===== src/rtl/rtc_pkg.sv =====
// rtc_pkg
// Shared definitions for the RTC reader: counter width, read FSM state
// encoding and the alarm crossing test applied on every snapshot update.
package rtc_pkg;

  localparam int RTC_W = 48;

  typedef enum logic [1:0] {
    IDLE = 2'd0,
    WAIT = 2'd1,
    ACK  = 2'd2
  } rd_state_e;

  // True when the counter passed or landed on the alarm value while moving
  // from snap_old to snap_new. A decreasing value is treated as a wrap
  // through zero. The very first snapshot after reset has no history, so
  // only an exact match counts.
  function automatic logic alarm_hit(input logic [RTC_W-1:0] snap_old,
                                     input logic [RTC_W-1:0] snap_new,
                                     input logic [RTC_W-1:0] alarm,
                                     input logic             first_snap);
    logic hit;
    if (first_snap)
      hit = (snap_new == alarm);
    else if (snap_new < snap_old)
      hit = (alarm > snap_old) || (alarm <= snap_new);
    else
      hit = ((snap_old < alarm) && (alarm <= snap_new)) || (snap_new == alarm);
    return hit;
  endfunction

endpackage


===== src/rtl/bus_sync.sv =====
// bus_sync
// Per-bit multi-flop synchronizer. Every bit is synchronized independently,
// so a multi-bit bus may arrive incoherent; coherence is the caller's job.
// Ports:
//   clk   - destination clock
//   rstb  - asynchronous active-low reset, clears all stages
//   d     - asynchronous input bus
//   q     - synchronized bus (STAGES clk of latency)
module bus_sync #(
  parameter int WIDTH  = 1,
  parameter int STAGES = 2
) (
  input  logic             clk,
  input  logic             rstb,
  input  logic [WIDTH-1:0] d,
  output logic [WIDTH-1:0] q
);

  logic [WIDTH-1:0] stage [STAGES];

  always_ff @(posedge clk or negedge rstb) begin
    if (!rstb) begin
      for (int i = 0; i < STAGES; i++) stage[i] <= '0;
    end else begin
      stage[0] <= d;
      for (int i = 1; i < STAGES; i++) stage[i] <= stage[i-1];
    end
  end

  assign q = stage[STAGES-1];

endmodule


===== src/rtl/rtc_reader.sv =====
// rtc_reader
// Reads a free-running asynchronous ripple counter coherently. The bus is
// synchronized bit by bit, then a stability filter accepts a value only
// after it has been seen unchanged for MATCH consecutive comparisons. Reads
// use a 4-phase rd_req/rd_ack handshake and fall back to the last good
// snapshot (with rd_err) if no stable value shows up within TIMEOUT clk.
// A sticky alarm interrupt fires when a snapshot update crosses the alarm.
//
// state | meaning
// IDLE  | no read in progress, rd_ack low
// WAIT  | read pending, waiting for a stable value or the timeout
// ACK   | rd_ack high with rd_data/rd_err valid, waiting for rd_req low
//
// Ports:
//   clk, rstb          - system clock, asynchronous active-low reset
//   rtc                - asynchronous 48-bit counter value
//   rd_req / rd_ack    - 4-phase read handshake
//   rd_data / rd_err   - read result, valid while rd_ack is high
//   alarm, alarm_en    - alarm compare value and enable
//   irq_clr, alarm_irq - clear pulse and sticky alarm interrupt
module rtc_reader
  import rtc_pkg::*;
#(
  parameter int SYNC_STAGES = 2,
  parameter int MATCH       = 2,
  parameter int TIMEOUT     = 15
) (
  input  logic             clk,
  input  logic             rstb,
  input  logic [RTC_W-1:0] rtc,
  input  logic             rd_req,
  output logic             rd_ack,
  output logic [RTC_W-1:0] rd_data,
  output logic             rd_err,
  input  logic [RTC_W-1:0] alarm,
  input  logic             alarm_en,
  input  logic             irq_clr,
  output logic             alarm_irq
);

  localparam int CNT_W  = $clog2(MATCH + 1);
  localparam int TO_W   = (TIMEOUT > 1) ? $clog2(TIMEOUT) : 1;
  localparam int FILL_W = $clog2(SYNC_STAGES + 2);

  localparam logic [CNT_W-1:0]  MATCH_C   = CNT_W'(MATCH);
  localparam logic [TO_W-1:0]   TO_LAST   = TO_W'(TIMEOUT - 1);
  localparam logic [FILL_W-1:0] FILL_INIT = FILL_W'(SYNC_STAGES + 1);

  logic [RTC_W-1:0]  rtc_s;
  logic [RTC_W-1:0]  rtc_p;
  logic [CNT_W-1:0]  stab_cnt;
  logic [FILL_W-1:0] fill_cnt;
  logic [RTC_W-1:0]  snap;
  logic              snap_vld;
  logic              stable;
  logic              hit;

  rd_state_e         state, state_n;
  logic [TO_W-1:0]   to_cnt, to_cnt_n;
  logic              rd_ack_n;
  logic [RTC_W-1:0]  rd_data_n;
  logic              rd_err_n;

  bus_sync #(
    .WIDTH  (RTC_W),
    .STAGES (SYNC_STAGES)
  ) u_sync (
    .clk  (clk),
    .rstb (rstb),
    .d    (rtc),
    .q    (rtc_s)
  );

  // Right after reset rtc_s and rtc_p hold the reset value, not a sample of
  // the counter. fill_cnt holds off the filter until the pipeline carries
  // real samples, so a zero from reset is never taken as a stable reading.
  always_ff @(posedge clk or negedge rstb) begin
    if (!rstb) begin
      rtc_p    <= '0;
      stab_cnt <= '0;
      fill_cnt <= FILL_INIT;
    end else begin
      rtc_p <= rtc_s;
      if (fill_cnt != '0) fill_cnt <= fill_cnt - 1'b1;
      if ((fill_cnt == '0) && (rtc_s == rtc_p)) begin
        if (stab_cnt != MATCH_C) stab_cnt <= stab_cnt + 1'b1;
      end else begin
        stab_cnt <= '0;
      end
    end
  end

  // stab_cnt reflects comparisons up to the previous cycle, so in a
  // qualifying cycle rtc_p is the value that actually passed the filter,
  // while rtc_s may already be the first sample of a new ripple. Loading
  // rtc_p keeps transients out of snap and rd_data; when nothing is moving
  // the two are identical.
  assign stable = (stab_cnt == MATCH_C);
  assign hit    = alarm_en && stable && alarm_hit(snap, rtc_p, alarm, !snap_vld);

  always_ff @(posedge clk or negedge rstb) begin
    if (!rstb) begin
      snap      <= '0;
      snap_vld  <= 1'b0;
      alarm_irq <= 1'b0;
    end else begin
      if (stable) begin
        snap     <= rtc_p;
        snap_vld <= 1'b1;
      end
      // A new hit outranks a clear arriving in the same cycle.
      if (hit)
        alarm_irq <= 1'b1;
      else if (irq_clr)
        alarm_irq <= 1'b0;
    end
  end

  always_ff @(posedge clk or negedge rstb) begin
    if (!rstb) begin
      state   <= IDLE;
      to_cnt  <= '0;
      rd_ack  <= 1'b0;
      rd_data <= '0;
      rd_err  <= 1'b0;
    end else begin
      state   <= state_n;
      to_cnt  <= to_cnt_n;
      rd_ack  <= rd_ack_n;
      rd_data <= rd_data_n;
      rd_err  <= rd_err_n;
    end
  end

  always_comb begin
    state_n   = state;
    to_cnt_n  = to_cnt;
    rd_ack_n  = rd_ack;
    rd_data_n = rd_data;
    rd_err_n  = rd_err;
    unique case (state)
      IDLE: begin
        if (rd_req) begin
          state_n  = WAIT;
          to_cnt_n = '0;
        end
      end
      WAIT: begin
        if (!rd_req) begin
          state_n = IDLE;
        end else if (stable) begin
          rd_data_n = rtc_p;
          rd_err_n  = 1'b0;
          rd_ack_n  = 1'b1;
          state_n   = ACK;
        end else if (to_cnt == TO_LAST) begin
          rd_data_n = snap;
          rd_err_n  = 1'b1;
          rd_ack_n  = 1'b1;
          state_n   = ACK;
        end else begin
          to_cnt_n = to_cnt + 1'b1;
        end
      end
      ACK: begin
        if (!rd_req) begin
          rd_ack_n = 1'b0;
          state_n  = IDLE;
        end
      end
      default: begin
        state_n  = IDLE;
        rd_ack_n = 1'b0;
      end
    endcase
  end

endmodule

===== config.mk =====
export PLATFORM = sky130hd
export DESIGN_NAME = rtc_reader
export DESIGN_NICKNAME = d
export VERILOG_FILES = /design/src/rtl/rtc_pkg.sv /design/src/rtl/bus_sync.sv /design/src/rtl/rtc_reader.sv
export SDC_FILE = /design/constraint.sdc
export NUM_CORES = 1
export LEC_CHECK = 0
export CAP_MARGIN = 10
export CORE_MARGIN = 2
export CORE_UTILIZATION = 57
export DETAILED_ROUTE_END_ITERATION = 8
export PLACE_DENSITY_LB_ADDON = 0.2
export SYNTH_ARGS = -nofsm -noshare
export SYNTH_HDL_FRONTEND = slang
export SYNTH_HIERARCHICAL = 1
export SYNTH_SLANG_ARGS = --single-unit

===== constraint.sdc =====
create_clock -name clk -period 3.3 [get_ports clk]
set_input_delay 0.66 -clock clk [delete_from_list [all_inputs] [get_ports clk]]
set_output_delay 0.66 -clock clk [all_outputs]
set_load 0.03 [all_outputs]

==> results of run 1 <==
## final cells by class
cell class | count | share of cell area
Multi-Input combinational cell | 613 | 0.330
Sequential cell | 254 | 0.435
Tap cell | 275 | 0.0236
Clock inverter | 17 | 0.0150
Inverter | 152 | 0.0391
Timing Repair Buffer | 159 | 0.111
Clock buffer | 31 | 0.0465
## worst reg2reg max path, delay by kind of cell, from the launching register on
kind | cells | cell delay [ps]
and+or+nand+nor | 3 | 840
AOI/OAI and AO/OA | 4 | 730
DFF | 1 | 430
adders and majority gates | 1 | 340
## sequential cells by signal, indices dropped and copies added, names as in the netlist
| register | count |
|---|---|
| rtc_p | 48 |
| rd_data | 48 |
| u_sync/stage | 48 |
| alarm_irq | 1 |
| stab_cnt | 2 |
| to_cnt | 4 |
| snap_vld | 1 |
| fill_cnt | 2 |
| snap | 48 |
| rd_ack | 1 |
| u_sync/q | 48 |
| rd_err | 1 |
| state | 2 |
## layer usage
layer  wire, um  track usage  share of wire  up-vias
met3       1470       0.0421          0.057       47
met1      11900        0.350           0.46     3866
li1           -            -              -     3897
met2      11800        0.380           0.46      202
met5          0            0              0        -
met4        638       0.0637          0.025        0
## cell families after synthesis
group,count (synthesis),share of synthesized area
DFF,254,0.522
and+or+nand+nor,193,0.0783
AOI/OAI and AO/OA,176,0.0862
adders and majority gates,146,0.150
xor gates and xnor gates,48,0.0345
buffers and inverters,217,0.0822
muxes,50,0.0462
## worst max path at each step
stage	endpoint	cells past startpoint	startpoint	slack [ps]
floorplan	alarm_irq	8	alarm[9]	1030
global placement	alarm_irq	9	alarm[13]	400
detailed placement	alarm_irq	11	alarm[2]	350
CTS	alarm_irq	8	rtc_p[31]	810
global route	alarm_irq	8	rtc_p[31]	690
finish	alarm_irq	8	rtc_p[31]	820
## cells in the mapped netlist, types with 3 or more instances
library cell	n
a211oi_1	7
a21o_1	9
a21oi_1	52
a221oi_1	9
and3_1	3
and4_1	10
buf_2	5
buf_4	48
clkbuf_1	10
dfrtp_1	252
ha_1	146
inv_1	152
mux2_1	3
mux2_2	46
nand2_1	91
nand2b_1	3
nand3_1	12
nand4_1	19
nor2_1	25
nor2b_1	3
nor3_1	7
nor4_1	10
o21ai_0	74
o21ai_1	3
xnor2_1	3
xor2_1	45
## power by group through the flow
stage | sequential [mW] | combinational [mW] | clock [mW]
final | 3.31 | 0.573 | 3.01
after CTS | 3.31 | 0.581 | 3.08
after floorplan | 3.34 | 0.310 | 0
after detailed placement | 3.36 | 0.574 | 0
after global routing | 3.32 | 0.651 | 3.22
after global placement | 3.36 | 0.562 | 0
==> impl_metrics.py, run 1 <==
metrics = {
    "final_layout": {
        "n_fill_cell": 1507,
        "layout_common_cells": "dfrtp_1 (252), inv_1 (152), clkdlybuf4s50_1 (150)",
        "mostFrequentLayoutCell": "dfrtp_1",
        "nNetsFinal": 1453,
        "diodes": 0,
        "synthToLayoutAreaGrowth_pct": 20.0,
        "multi_input_area_um2": 4820,
        "final_area_um2": 14600,
        "final_util": 0.695,
        "seqCellArea_um2": 6360,
        "drive_gt1_frac": 0.0930,
        "finalNonFillerCells": 1501,
    },
    "place": {
        "post-place-ws_ps": 347,
        "io_buffer_count": 151,
        "dp.final_hpwl_um": 19700,
        "place.gp.congestion": 0.868,
        "place_inst": 1453,
        "place_area_um2": 13700,
    },
    "critical_path": {
        "worst-path-buf-inv": 0,
        "cp_cell_sequence": "ha_1 > nand4_1 > nor4_2 > nand2_1 > a2111oi_2 > a211oi_1 > o21ai_1 > o21ai_1",
        "worstReg2RegStart": "rtc_p[31]",
        "r2r_cells": 8,
        "critPathMaxStageDelay_ps": 530,
        "r2r_setup_slack_ps": 820,
        "crit_top_cell": "o21ai_1",
        "timing.rr.end": "alarm_irq",
        "path_class": "reg2reg",
        "path_delay_family": "simple AND/OR/NAND/NOR gates",
        "worstPathArrival_ps": 2900,
        "cp_max_fo": 3,
        "critPathLaunchType": "flip-flop",
        "critPathCaptureType": "flip-flop",
        "cpMaxStageDelayCell": "nor4_2",
        "cp.required_ps": 3720,
    },
    "sta": {
        "final.setup_skew_ps": 20.6,
        "fin_ws_ps": 821,
        "rsz0062_at_grt": "false",
        "finalCriticalPeriod_ps": 2480,
        "fmax_mhz": 403,
        "setup_viol": 0,
        "worst_pin_slew_ps": 622,
        "finalHoldViolations": 0,
        "slew_headroom": 0.585,
        "hold_ws_ps": 97.2,
        "slew_viol_final": 0,
        "final.setup.tns_ps": 0,
        "timing.final.crit_share": 0.751,
    },
    "synthesis": {
        "synth_nets": 1331,
        "seq_area_frac_synth": 0.522,
        "ys_ff_latch": 254,
        "synth_area_leaders": "dfrtp_1 (52%), ha_1 (15%), inv_1 (4.7%), mux2_2 (4.3%), xor2_1 (3.2%)",
        "synth_area_per_cell_um2": 11.2,
        "yosysTopAreaCellShare": 0.518,
        "syn_inst": 1084,
        "yosys.cell_types.count": 53,
        "synth_area_um2": 12200,
        "yosysWarnings": 6,
        "yosysTopAreaCell": "dfrtp_1",
        "synth_edf_count": 0,
        "async_flop_share": 1.00,
        "synthFlopType": "dfrtp_1",
    },
    "clocking": {
        "cts-buffers-inserted": 26,
        "clock-sinks": 254,
        "cts_tree": "built",
        "hold_buffers": 0,
        "cts-htree-levels": 1,
        "cts_resized": 0,
        "clockBufferDepth": 3,
        "root_buffer": "clkbuf_16",
        "path_clk_slew_ps": 60,
        "worstSkewPairLatency_ps": 550,
        "cts.repair_timing.setup_buffer_count": 0,
    },
    "floorplan": {
        "dieHeight_um": 150,
        "dieArea_um2": 22500,
        "die_w_um": 150,
        "core-area_um2": 21000,
        "num_rows": 53,
        "start_util": 0.579,
        "io_pins": 152,
    },
    "routing": {
        "initialDrtViolationCount": 348,
        "viasPerCell": 5.34,
        "dr.pass1.iters": 5,
        "vias": 8012,
        "drtAntennaViolNets": 0,
        "drcViolationCount": 0,
        "post_drt_wl_per_cell_um": 17.2,
        "drt-total-wl_um": 25900,
    },
    "power_and_ir_drop": {
        "comb_power_share": 0.083,
        "p_switching_mw": 1.66,
        "p_seq_frac": 0.480,
        "p_int_mw": 5.23,
        "vdd_drop_max_uv": 501,
        "p_per_area_nw_per_um2": 472,
        "leakage_nw": 7.05,
        "switching_share": 0.241,
        "p_total_mw": 6.89,
        "clkPwrFrac": 0.437,
    },
    "global_routing": {
        "antenna_found_initial": 0,
        "grt_usage": 0.242,
        "grt_max_degree": 103,
        "grt_pass1_wl_um": 42200,
        "grt_pass1_vias": 8177,
        "overflow": 0,
    },
    "run": {
        "maxCapViolations": 0,
    },
    "outcome": {
        "status": "finished, final reports clean",
    },
    "min_path": {
        "hp-class": "in2async",
    },
}
Power figures use the tool's default switching activity.
==> run 2, diff against run 1 <==
--- a/config.mk
+++ b/config.mk
@@ -7,7 +7,7 @@
 export LEC_CHECK = 0
 export CAP_MARGIN = 10
 export CORE_MARGIN = 2
-export CORE_UTILIZATION = 57
+export CORE_UTILIZATION = 56
 export DETAILED_ROUTE_END_ITERATION = 8
 export PLACE_DENSITY_LB_ADDON = 0.2
 export SYNTH_ARGS = -nofsm -noshare
==> constraint.sdc (replaced) <==
create_clock -name clk -period 2.3 [get_ports clk]
set_input_delay 0.46 -clock clk [delete_from_list [all_inputs] [get_ports clk]]
set_output_delay 0.46 -clock clk [all_outputs]
set_load 0.03 [all_outputs]
==> impl_metrics.py, run 2 (synthesized netlist as in run 1, its figures left out) <==
metrics = {
    "place": {
        "place_area_um2": 14100,
        "dp.final_hpwl_um": 20800,
        "place.gp.congestion": 0.898,
        "io_buffer_count": 151,
        "post-place-ws_ps": -414,
    },
    "sta": {
        "slew_viol_final": 0,
        "setup_viol": 0,
        "slew_headroom": 0.685,
        "final.setup.tns_ps": 0,
        "finalHoldViolations": 0,
        "finalCriticalPeriod_ps": 2220,
        "timing.final.crit_share": 0.967,
        "final.setup_skew_ps": 6.80,
        "fmax_mhz": 449,
        "worst_pin_slew_ps": 473,
        "fin_ws_ps": 75.2,
    },
    "power_and_ir_drop": {
        "clkPwrFrac": 0.437,
        "comb_power_share": 0.094,
        "switching_share": 0.233,
        "vdd_drop_max_uv": 539,
        "p_switching_mw": 2.35,
        "p_seq_frac": 0.469,
        "p_per_area_nw_per_um2": 661,
        "p_total_mw": 10.1,
        "p_int_mw": 7.75,
        "leakage_nw": 7.41,
    },
    "clocking": {
        "cts-buffers-inserted": 27,
        "worstSkewPairLatency_ps": 550,
        "cts-htree-levels": 1,
        "clockBufferDepth": 3,
        "clock-sinks": 254,
        "cts_tree": "built",
        "path_clk_slew_ps": 60,
        "root_buffer": "clkbuf_16",
    },
    "routing": {
        "viasPerCell": 5.27,
        "maxUsedRoutingLayer": "met4",
        "drtAntennaViolNets": 0,
        "wl_met1_um": 12500,
        "drcViolationCount": 0,
        "post_drt_wl_per_cell_um": 17.5,
        "wl_met2_um": 12700,
        "dr.pass1.iters": 5,
        "drt-total-wl_um": 27300,
        "initialDrtViolationCount": 322,
        "vias": 8248,
        "dr_wl_met3_um": 1480,
    },
    "critical_path": {
        "worstReg2RegStart": "rtc_p[31]",
        "worstPathArrival_ps": 2700,
        "cp-startpoint": "rtc_p[31]",
        "path_class": "reg2reg",
        "cp.required_ps": 2780,
        "critPathLaunchType": "flip-flop",
        "cp_max_fo": 3,
        "critPathCaptureType": "flip-flop",
    },
    "floorplan": {
        "dieHeight_um": 151,
        "io_pins": 152,
        "start_util": 0.575,
        "dieArea_um2": 22900,
        "core-area_um2": 21200,
        "die_w_um": 151,
        "num_rows": 53,
    },
    "final_layout": {
        "final_area_um2": 15300,
        "layout_common_cells": "dfrtp_1 (245), inv_1 (152), clkdlybuf4s50_1 (150)",
        "nNetsFinal": 1515,
        "drive_gt1_frac": 0.152,
        "n_fill_cell": 1463,
        "mostFrequentLayoutCell": "dfrtp_1",
        "synthToLayoutAreaGrowth_pct": 25.6,
    },
    "global_routing": {
        "antenna_found_initial": 3,
        "overflow": 0,
        "grt_pass1_wl_um": 42900,
        "grt_max_degree": 72,
        "grt_usage": 0.245,
        "grt_pass1_vias": 8441,
    },
    "outcome": {
        "status": "finished, final reports clean",
    },
    "run": {
        "maxCapViolations": 0,
    },
    "min_path": {
        "hold_path.startpoint": "u_sync/stage[62]",
        "hp-class": "reg2reg",
    },
}
==> run 2: cell types whose count changed in the layout (fill, tap and decap cells not counted), moves of 3 or more <==
cell,change
a21oi_1,-3
a21oi_2,+3
a221oi_1,-3
a221oi_2,+3
buf_12,+4
buf_4,+56
clkbuf_8,+4
clkinv_4,-4
dfrtp_1,-7
dfrtp_2,+7
==> run 2: final timing paths <==
check | to | slack [ps] | cells after the start
min in group asynchronous | rd_data[9] | 420 | 2
worst max register to register | alarm_irq | 80 | 9
worst min register to register | u_sync/q[14] | 350 | 0
max in group asynchronous | rd_data[31] | 1230 | 3
worst min-delay path | u_sync/q[14] | 350 | 0
worst max-delay path | alarm_irq | 80 | 9
==> run 2: per-stage QoR <==
stage | utilization | std cells | hold slack (ps)
after floorplan | - | 1084 | 164
after global placement | 0.668 | 1504 | 333
after detailed placement | 0.668 | 1504 | 335
after CTS | 0.712 | 1553 | 332
after global routing | 0.723 | 1562 | 334
final | 0.723 | 1564 | 346
==> run 2: area by class of cell <==
cell class	instances	area, um2	area share
Tap cell	275	344	0.0225
Antenna cell	2	5.00	0.000327
Timing Repair Buffer	220	2120	0.139
Clock buffer	38	767	0.0502
Sequential cell	254	6370	0.416
Clock inverter	10	143	0.00933
Inverter	152	571	0.0373
Multi-Input combinational cell	613	4970	0.325
==> run 2: routing by layer <==
| metal | vias up | global-route usage |
|---|---|---|
| li1 | 4013 | - |
| met1 | 4012 | 0.349 |
| met2 | 177 | 0.395 |
| met3 | 46 | 0.0413 |
| met4 | 0 | 0.0593 |
| met5 | - | 0 |
==> run 2: what timing repair did <==
item | 4_1_cts | 5_1_grt
endpoints found under the hold margin | 44 | 0
setup buffers | 0 | 9
hold buffers | 1 | 0
setup endpoints to repair | 1 | 1
gates resized for setup | 1 | 29
pin swaps | 0 | 16
==> run 2: power by group through the flow <==
stage / sequential (mW) / combinational [mW] / clock (mW)
after detailed placement: 4.81 / 0.904 / 0
after CTS: 4.74 / 0.919 / 4.51
after global routing: 4.75 / 1.07 / 4.71
after floorplan: 4.79 / 0.445 / 0
final: 4.73 / 0.953 / 4.41
after global placement: 4.81 / 0.884 / 0
==> run 2: critical path, stage by stage (launching register included) <==
cell,delay (ps)
dfrtp_1,420
buf_4,150
inv_1,130
ha_1,280
and4_1,230
a221oi_2,340
o32ai_2,160
a211oi_4,240
o21ai_1,100
o21ai_1,110
